**src/rtl/sha256_pkg.sv**
```systemverilog
// Shared constants, types and bit-level helpers for the single-block SHA-256 core.
package sha256_pkg;

    localparam int unsigned WORD_W  = 32;
    localparam int unsigned BLOCK_W = 512;
    localparam int unsigned HASH_W  = 256;
    localparam int unsigned ROUNDS  = 64;
    localparam int unsigned CNT_W   = 6;
    localparam int unsigned WIN_N   = 16;

    typedef logic [WORD_W-1:0] word_t;

    typedef struct packed {
        word_t a, b, c, d, e, f, g, h;
    } work_t;

    typedef enum logic [2:0] {IDLE, LOAD, ROUND, FINAL, DONE} state_t;

    localparam work_t IV = '{
        32'h6a09e667, 32'hbb67ae85, 32'h3c6ef372, 32'ha54ff53a,
        32'h510e527f, 32'h9b05688c, 32'h1f83d9ab, 32'h5be0cd19
    };

    localparam word_t K [0:ROUNDS-1] = '{
        32'h428a2f98, 32'h71374491, 32'hb5c0fbcf, 32'he9b5dba5, 32'h3956c25b, 32'h59f111f1, 32'h923f82a4, 32'hab1c5ed5,
        32'hd807aa98, 32'h12835b01, 32'h243185be, 32'h550c7dc3, 32'h72be5d74, 32'h80deb1fe, 32'h9bdc06a7, 32'hc19bf174,
        32'he49b69c1, 32'hefbe4786, 32'h0fc19dc6, 32'h240ca1cc, 32'h2de92c6f, 32'h4a7484aa, 32'h5cb0a9dc, 32'h76f988da,
        32'h983e5152, 32'ha831c66d, 32'hb00327c8, 32'hbf597fc7, 32'hc6e00bf3, 32'hd5a79147, 32'h06ca6351, 32'h14292967,
        32'h27b70a85, 32'h2e1b2138, 32'h4d2c6dfc, 32'h53380d13, 32'h650a7354, 32'h766a0abb, 32'h81c2c92e, 32'h92722c85,
        32'ha2bfe8a1, 32'ha81a664b, 32'hc24b8b70, 32'hc76c51a3, 32'hd192e819, 32'hd6990624, 32'hf40e3585, 32'h106aa070,
        32'h19a4c116, 32'h1e376c08, 32'h2748774c, 32'h34b0bcb5, 32'h391c0cb3, 32'h4ed8aa4a, 32'h5b9cca4f, 32'h682e6ff3,
        32'h748f82ee, 32'h78a5636f, 32'h84c87814, 32'h8cc70208, 32'h90befffa, 32'ha4506ceb, 32'hbef9a3f7, 32'hc67178f2
    };

    function automatic word_t rotr(input word_t x, input int unsigned n);
        return (x >> n) | (x << (WORD_W - n));
    endfunction

    function automatic word_t ch(input word_t x, input word_t y, input word_t z);
        return (x & y) ^ (~x & z);
    endfunction

    function automatic word_t maj(input word_t x, input word_t y, input word_t z);
        return (x & y) ^ (x & z) ^ (y & z);
    endfunction

    function automatic word_t big_sigma0(input word_t x);
        return rotr(x, 2) ^ rotr(x, 13) ^ rotr(x, 22);
    endfunction

    function automatic word_t big_sigma1(input word_t x);
        return rotr(x, 6) ^ rotr(x, 11) ^ rotr(x, 25);
    endfunction

    function automatic word_t small_sigma0(input word_t x);
        return rotr(x, 7) ^ rotr(x, 18) ^ (x >> 3);
    endfunction

    function automatic word_t small_sigma1(input word_t x);
        return rotr(x, 17) ^ rotr(x, 19) ^ (x >> 10);
    endfunction

endpackage

```
**src/rtl/sha256_if.sv**
```systemverilog
// Block/digest bundle between the board controller (master) and the SHA-256 core (slave).
interface sha256_if;
    import sha256_pkg::*;

    logic [0:BLOCK_W-1] data;
    logic               ready;
    logic [HASH_W-1:0]  hash;

    modport master (output data, input ready, input hash);
    modport slave  (input data, output ready, output hash);
endinterface

```
**src/rtl/sha256_round.sv**
```systemverilog
// One combinational SHA-256 compression round: working variables in, next working variables out.
module sha256_round
    import sha256_pkg::*;
(
    input  work_t cur,
    input  word_t k,
    input  word_t w,
    output work_t nxt_c
);

    word_t t1;
    word_t t2;

    always_comb begin
        t1    = cur.h + big_sigma1(cur.e) + ch(cur.e, cur.f, cur.g) + k + w;
        t2    = big_sigma0(cur.a) + maj(cur.a, cur.b, cur.c);
        nxt_c = '{t1 + t2, cur.a, cur.b, cur.c, cur.d + t1, cur.e, cur.f, cur.g};
    end

endmodule

```
**src/rtl/sha256.sv**
```systemverilog
// Single-block SHA-256 engine: reset release starts LOAD, 64 rounds, FINAL, then a sticky DONE.
// Define SHA256_HASH_MASK_EN to gate the hash output with ready.
module sha256
    import sha256_pkg::*;
(
    input  logic     clk,
    input  logic     reset,
    sha256_if.slave  bus
);

    state_t            state;
    logic [CNT_W-1:0]  cnt;
    work_t             work;
    word_t             win [WIN_N];
    logic              ready_q;
    logic [HASH_W-1:0] hash_q;

    work_t work_nxt_c;
    word_t win_new_c;

    sha256_round u_round (
        .cur   (work),
        .k     (K[cnt]),
        .w     (win[0]),
        .nxt_c (work_nxt_c)
    );

    // Next schedule word W[t+16] from the current window W[t..t+15].
    assign win_new_c = small_sigma1(win[14]) + win[9] + small_sigma0(win[1]) + win[0];

    always_ff @(posedge clk or negedge reset) begin
        if (!reset) begin
            state   <= IDLE;
            cnt     <= '0;
            work    <= '0;
            ready_q <= 1'b0;
            hash_q  <= '0;
            for (int i = 0; i < WIN_N; i++) win[i] <= '0;
        end else begin
            case (state)
                // The first edge after reset release performs the load.
                IDLE, LOAD: begin
                    for (int i = 0; i < WIN_N; i++) win[i] <= bus.data[WORD_W*i +: WORD_W];
                    work  <= IV;
                    cnt   <= '0;
                    state <= ROUND;
                end
                ROUND: begin
                    work <= work_nxt_c;
                    for (int i = 0; i < WIN_N - 1; i++) win[i] <= win[i+1];
                    win[WIN_N-1] <= win_new_c;
                    cnt          <= cnt + CNT_W'(1);
                    if (cnt == CNT_W'(ROUNDS - 1)) state <= FINAL;
                end
                FINAL: begin
                    hash_q  <= {IV.a + work.a, IV.b + work.b, IV.c + work.c, IV.d + work.d,
                                IV.e + work.e, IV.f + work.f, IV.g + work.g, IV.h + work.h};
                    ready_q <= 1'b1;
                    state   <= DONE;
                end
                DONE:    state <= DONE;
                default: state <= IDLE;
            endcase
        end
    end

    assign bus.ready = ready_q;
`ifdef SHA256_HASH_MASK_EN
    assign bus.hash = hash_q & {HASH_W{ready_q}};
`else
    assign bus.hash = hash_q;
`endif

endmodule

```
**src/flat_wrapper.sv**
```systemverilog
// flat-port wrapper written by rule: the top's interface ports become plain ports
module sha256_flat import sha256_pkg::*;
  (clk, reset, bus_data, bus_ready, bus_hash);
  sha256_if bus_i ();
  input  logic clk;
  input  logic reset;
  input wire logic [$bits(bus_i.data)-1:0] bus_data;
  output wire logic [$bits(bus_i.ready)-1:0] bus_ready;
  output wire logic [$bits(bus_i.hash)-1:0] bus_hash;
  assign bus_i.data = bus_data;
  assign bus_ready = bus_i.ready;
  assign bus_hash = bus_i.hash;
  sha256 u_core (.clk(clk), .reset(reset), .bus(bus_i));
endmodule
```
**config.mk**
```make
export PLATFORM = sky130hd
export DESIGN_NAME = sha256_flat
export DESIGN_NICKNAME = d
export VERILOG_FILES = /design/src/rtl/sha256_pkg.sv /design/src/rtl/sha256_if.sv /design/src/rtl/sha256_round.sv /design/src/rtl/sha256.sv /design/src/flat_wrapper.sv
export SDC_FILE = /design/constraint.sdc
export NUM_CORES = 2
export LEC_CHECK = 0
export ABC_CLOCK_PERIOD_IN_PS = 14150
export BUFFER_PORTS_ARGS = -buffer_cell sky130_fd_sc_hd__buf_4
export CORE_MARGIN = 1
export CORE_UTILIZATION = 45
export DETAILED_ROUTE_END_ITERATION = 10
export GPL_ROUTABILITY_DRIVEN = 0
export PLACE_DENSITY_LB_ADDON = 0.15
export SETUP_SLACK_MARGIN = 0.5
export SYNTH_ARGS = -nofsm -noshare
export SYNTH_HDL_FRONTEND = slang
export SYNTH_SLANG_ARGS = --single-unit
export TNS_END_PERCENT = 10
```
**constraint.sdc**
```tcl
create_clock -name clk -period 14.15 [get_ports clk]
set_input_delay 0.7075 -clock clk [delete_from_list [all_inputs] [get_ports clk]]
set_output_delay 0.7075 -clock clk [all_outputs]
set_load 0.01 [all_outputs]
```
==> out/summary.txt <==
IO Count - 771
Syn Nets - 8033
number of enable flip-flop cells after synthesis - 0
first drt pass iteration count - 9
Synth Area per Inst - 8.643 sq um
max-slew violations - 0
cts bufs inserted - 114
Hold Crit Class - input pin to asynchronous set/reset pin
grt total ovfl - 0
Worst EP required - 14.74 ns
H-tree depth - 3
IO Port Bufs - 770
maxcap violations - 0
largest area contributor in the netlist - dfrtp_1
R2R Path End - u_core.work[253]$_DFFE_PN0P_
DR vias - 55030
Clk Latency, worst-skew pair - 0.77 ns
Root Buffer - clkbuf_16
hold buffers post-CTS - 0
final WL - 235800 um
HPWL after DPL - 177700 um
Seq/Total Area, Yosys - 0.4170
Synth async-reset ratio - 1.000
setup violators final - 0
largest net degree at the start of global routing - 305
ANT nets after route - 0
# fillers - 12850
die width - 373.3 um
fmax - 94.72 MHz
buffer and inverter count on the worst path - 5
register area - 25880 sq um
clk slew on worst S/H paths - 0.06 ns
number of synthesized register bits - 1034
Syn Inst Count - 7180
CTS tree - yes
synthesized cell area - 62050 sq um
synth warn - 0
RSZ-0062 raised after global routing - no
Crit path largest cell delay - 0.89 ns
number of global-route vias before repair - 52470
Distinct cells, synth - 97
multi-input logic area - 32920 sq um
Startpoint Class - register
die area - 139400 sq um
die height - 373.3 um
initial antenna violation count - 36
leading cell type in the layout, fill and taps excluded - nand2_1
maximum clock path buffer count - 3
first-pass GRT wire length - 344300 um
Worst Setup End Kind - register
wire length per cell - 24.97 um
worst hold margin - -0.02953 ns
Setup TNS - 0 ns
Overall Global Routing Usage - 0.3294
worst-margin pin slew - 1.362 ns
CP Class - register to register
Starting DRT DRC Count - 6118
synthesis-to-finish area growth - 16.57%
status - finished with violations
number of cells on the worst reg-to-reg path - 32
Starting Density - 0.4558
failing checks - negative hold slack
R2R Setup Slk - 3.59 ns
CP top delay family - adder cells
minimum clock period - 10.56 ns
area of the core - 136100 sq um
final period utilization - 0.7461
Critical Path AT - 11.15 ns
Final Hold Vio Count - 6
Critical-path top delay cell - ha_1
Final Skew - 0.03578 ns
max_slew headroom - 0.09192
number of post-CTS setup repair buffers - 0
layout cells sized above 1 - 0.1419
Resize count post-CTS - 0
crit path max fanout - 23
most frequent cells in the layout - nand2_1, dfrtp_1, buf_4
DRC Markers - 0
Cell Rows - 135
largest cells by area after synthesis - dfrtp_1, nand2_1, fa_1
Final #Nets - 8398
ys flop type - dfrtp_1
most frequent CP cell - fa_1
Reg-to-Reg Start - u_core.cnt[1]$_DFFE_PN0P_
top cell type's share of synthesized area - 0.4170
CTS sink cnt - 1034
vias per inst - 5.828
## worst register-to-register path: cells and delay by family, from the launching register on
kind                       cells  cell delay [ns]
adders and majority gates      8             3.81
buffers and inverters          5             0.89
xor gates and xnor gates       2             0.54
DFF                            1             0.87
and+or+nand+nor                5             1.36
AOI/OAI and AO/OA             12             2.93
## cells in the mapped netlist, drive strengths merged (12+ instances only)
master,instances
a211oi,31
ha,152
clkbuf,520
or3,13
a22o,71
o311ai,20
nor3,61
xnor2,369
o21ai,483
a311oi,13
or2,12
nor4,17
dfrtp,1034
nand2,1486
mux2i,30
o22ai,15
a31oi,521
a21boi,15
nor2b,30
nand2b,31
a21oi,235
xor2,208
nor2,743
a22oi,19
a221oi,17
inv,295
o21bai,23
nand3,63
o22a,82
buf,50
fa,187
o21a,36
a21o,92
and3,22
o211ai,19
o31ai,28
## area by class of cell
type	count	share of cell area
Multi-Input combinational cell	5278	0.4552
Sequential cell	1034	0.3578
Timing Repair Buffer	819	0.08631
Clock buffer	160	0.04487
Tap cell	1781	0.03081
Inverter	298	0.01557
Clock inverter	51	0.008735
Antenna cell	22	0.0007611
## routing by layer
metal | share of wire | up-vias | global-route usage
met1 | 0.40 | 26840 | 0.4283
met3 | 0.088 | 601 | 0.07949
met4 | 0.058 | 28 | 0.1735
met5 | 0.00073 | - | 0
met2 | 0.45 | 2579 | 0.5089
li1 | - | 24990 | -
## flip-flops by register name, summed over array words and instances (netlist names)
name              cells
u_core.work         256
u_core.cnt            6
u_core.bus.hash     256
u_core.state          3
u_core.bus.ready      1
u_core.win          512
## worst max-delay path by stage
stage / slack (ns) / end / start / cells past startpoint
3_3_place_gp: 4.37 / u_core.work[253]$_DFFE_PN0P_ / u_core.cnt[1]$_DFFE_PN0P_ / 36
6_report: 3.59 / u_core.work[253]$_DFFE_PN0P_ / u_core.cnt[1]$_DFFE_PN0P_ / 32
2_1_floorplan: 5.67 / u_core.work[127]$_DFFE_PN0P_ / u_core.cnt[1]$_DFFE_PN0P_ / 36
5_1_grt: 3.25 / u_core.work[127]$_DFFE_PN0P_ / u_core.cnt[1]$_DFFE_PN0P_ / 34
4_1_cts: 4.07 / u_core.work[253]$_DFFE_PN0P_ / u_core.cnt[1]$_DFFE_PN0P_ / 32
3_5_place_dp: 4.15 / u_core.work[253]$_DFFE_PN0P_ / u_core.cnt[1]$_DFFE_PN0P_ / 32
## logic make-up (layout without fill, tap and decap cells)
logic type / after synthesis / in the layout / synth area share
AND/OR/NAND/NOR: 2523 / 2523 / 0.1635
multiplexers: 39 / 39 / 0.006835
flip-flops: 1034 / 1034 / 0.4170
AO/OA/AOI/OAI: 1798 / 1798 / 0.1868
XOR/XNOR: 577 / 577 / 0.08144
buffers and inverters: 868 / 1328 / 0.05323
adder cells (fa/ha/maj): 341 / 341 / 0.09130
other: 0 / 22 / 0
## metrics by stage
step	cells	hold slack (ns)	setup slack (ns)	instance area, sq um	utilization
floorplan	7180	0.4119	5.670	62050	-
global placement	9210	0.4526	4.368	68400	0.5024
detailed placement	9210	0.4563	4.155	68400	0.5024
CTS	9421	0.001081	4.075	72280	0.5309
global route	9439	0.02250	3.254	72330	0.5312
finish	9443	-0.02953	3.593	72340	0.5313
Power is not shown: default switching activity piles up to over one toggle a cycle in this logic, so the estimate is an artifact.
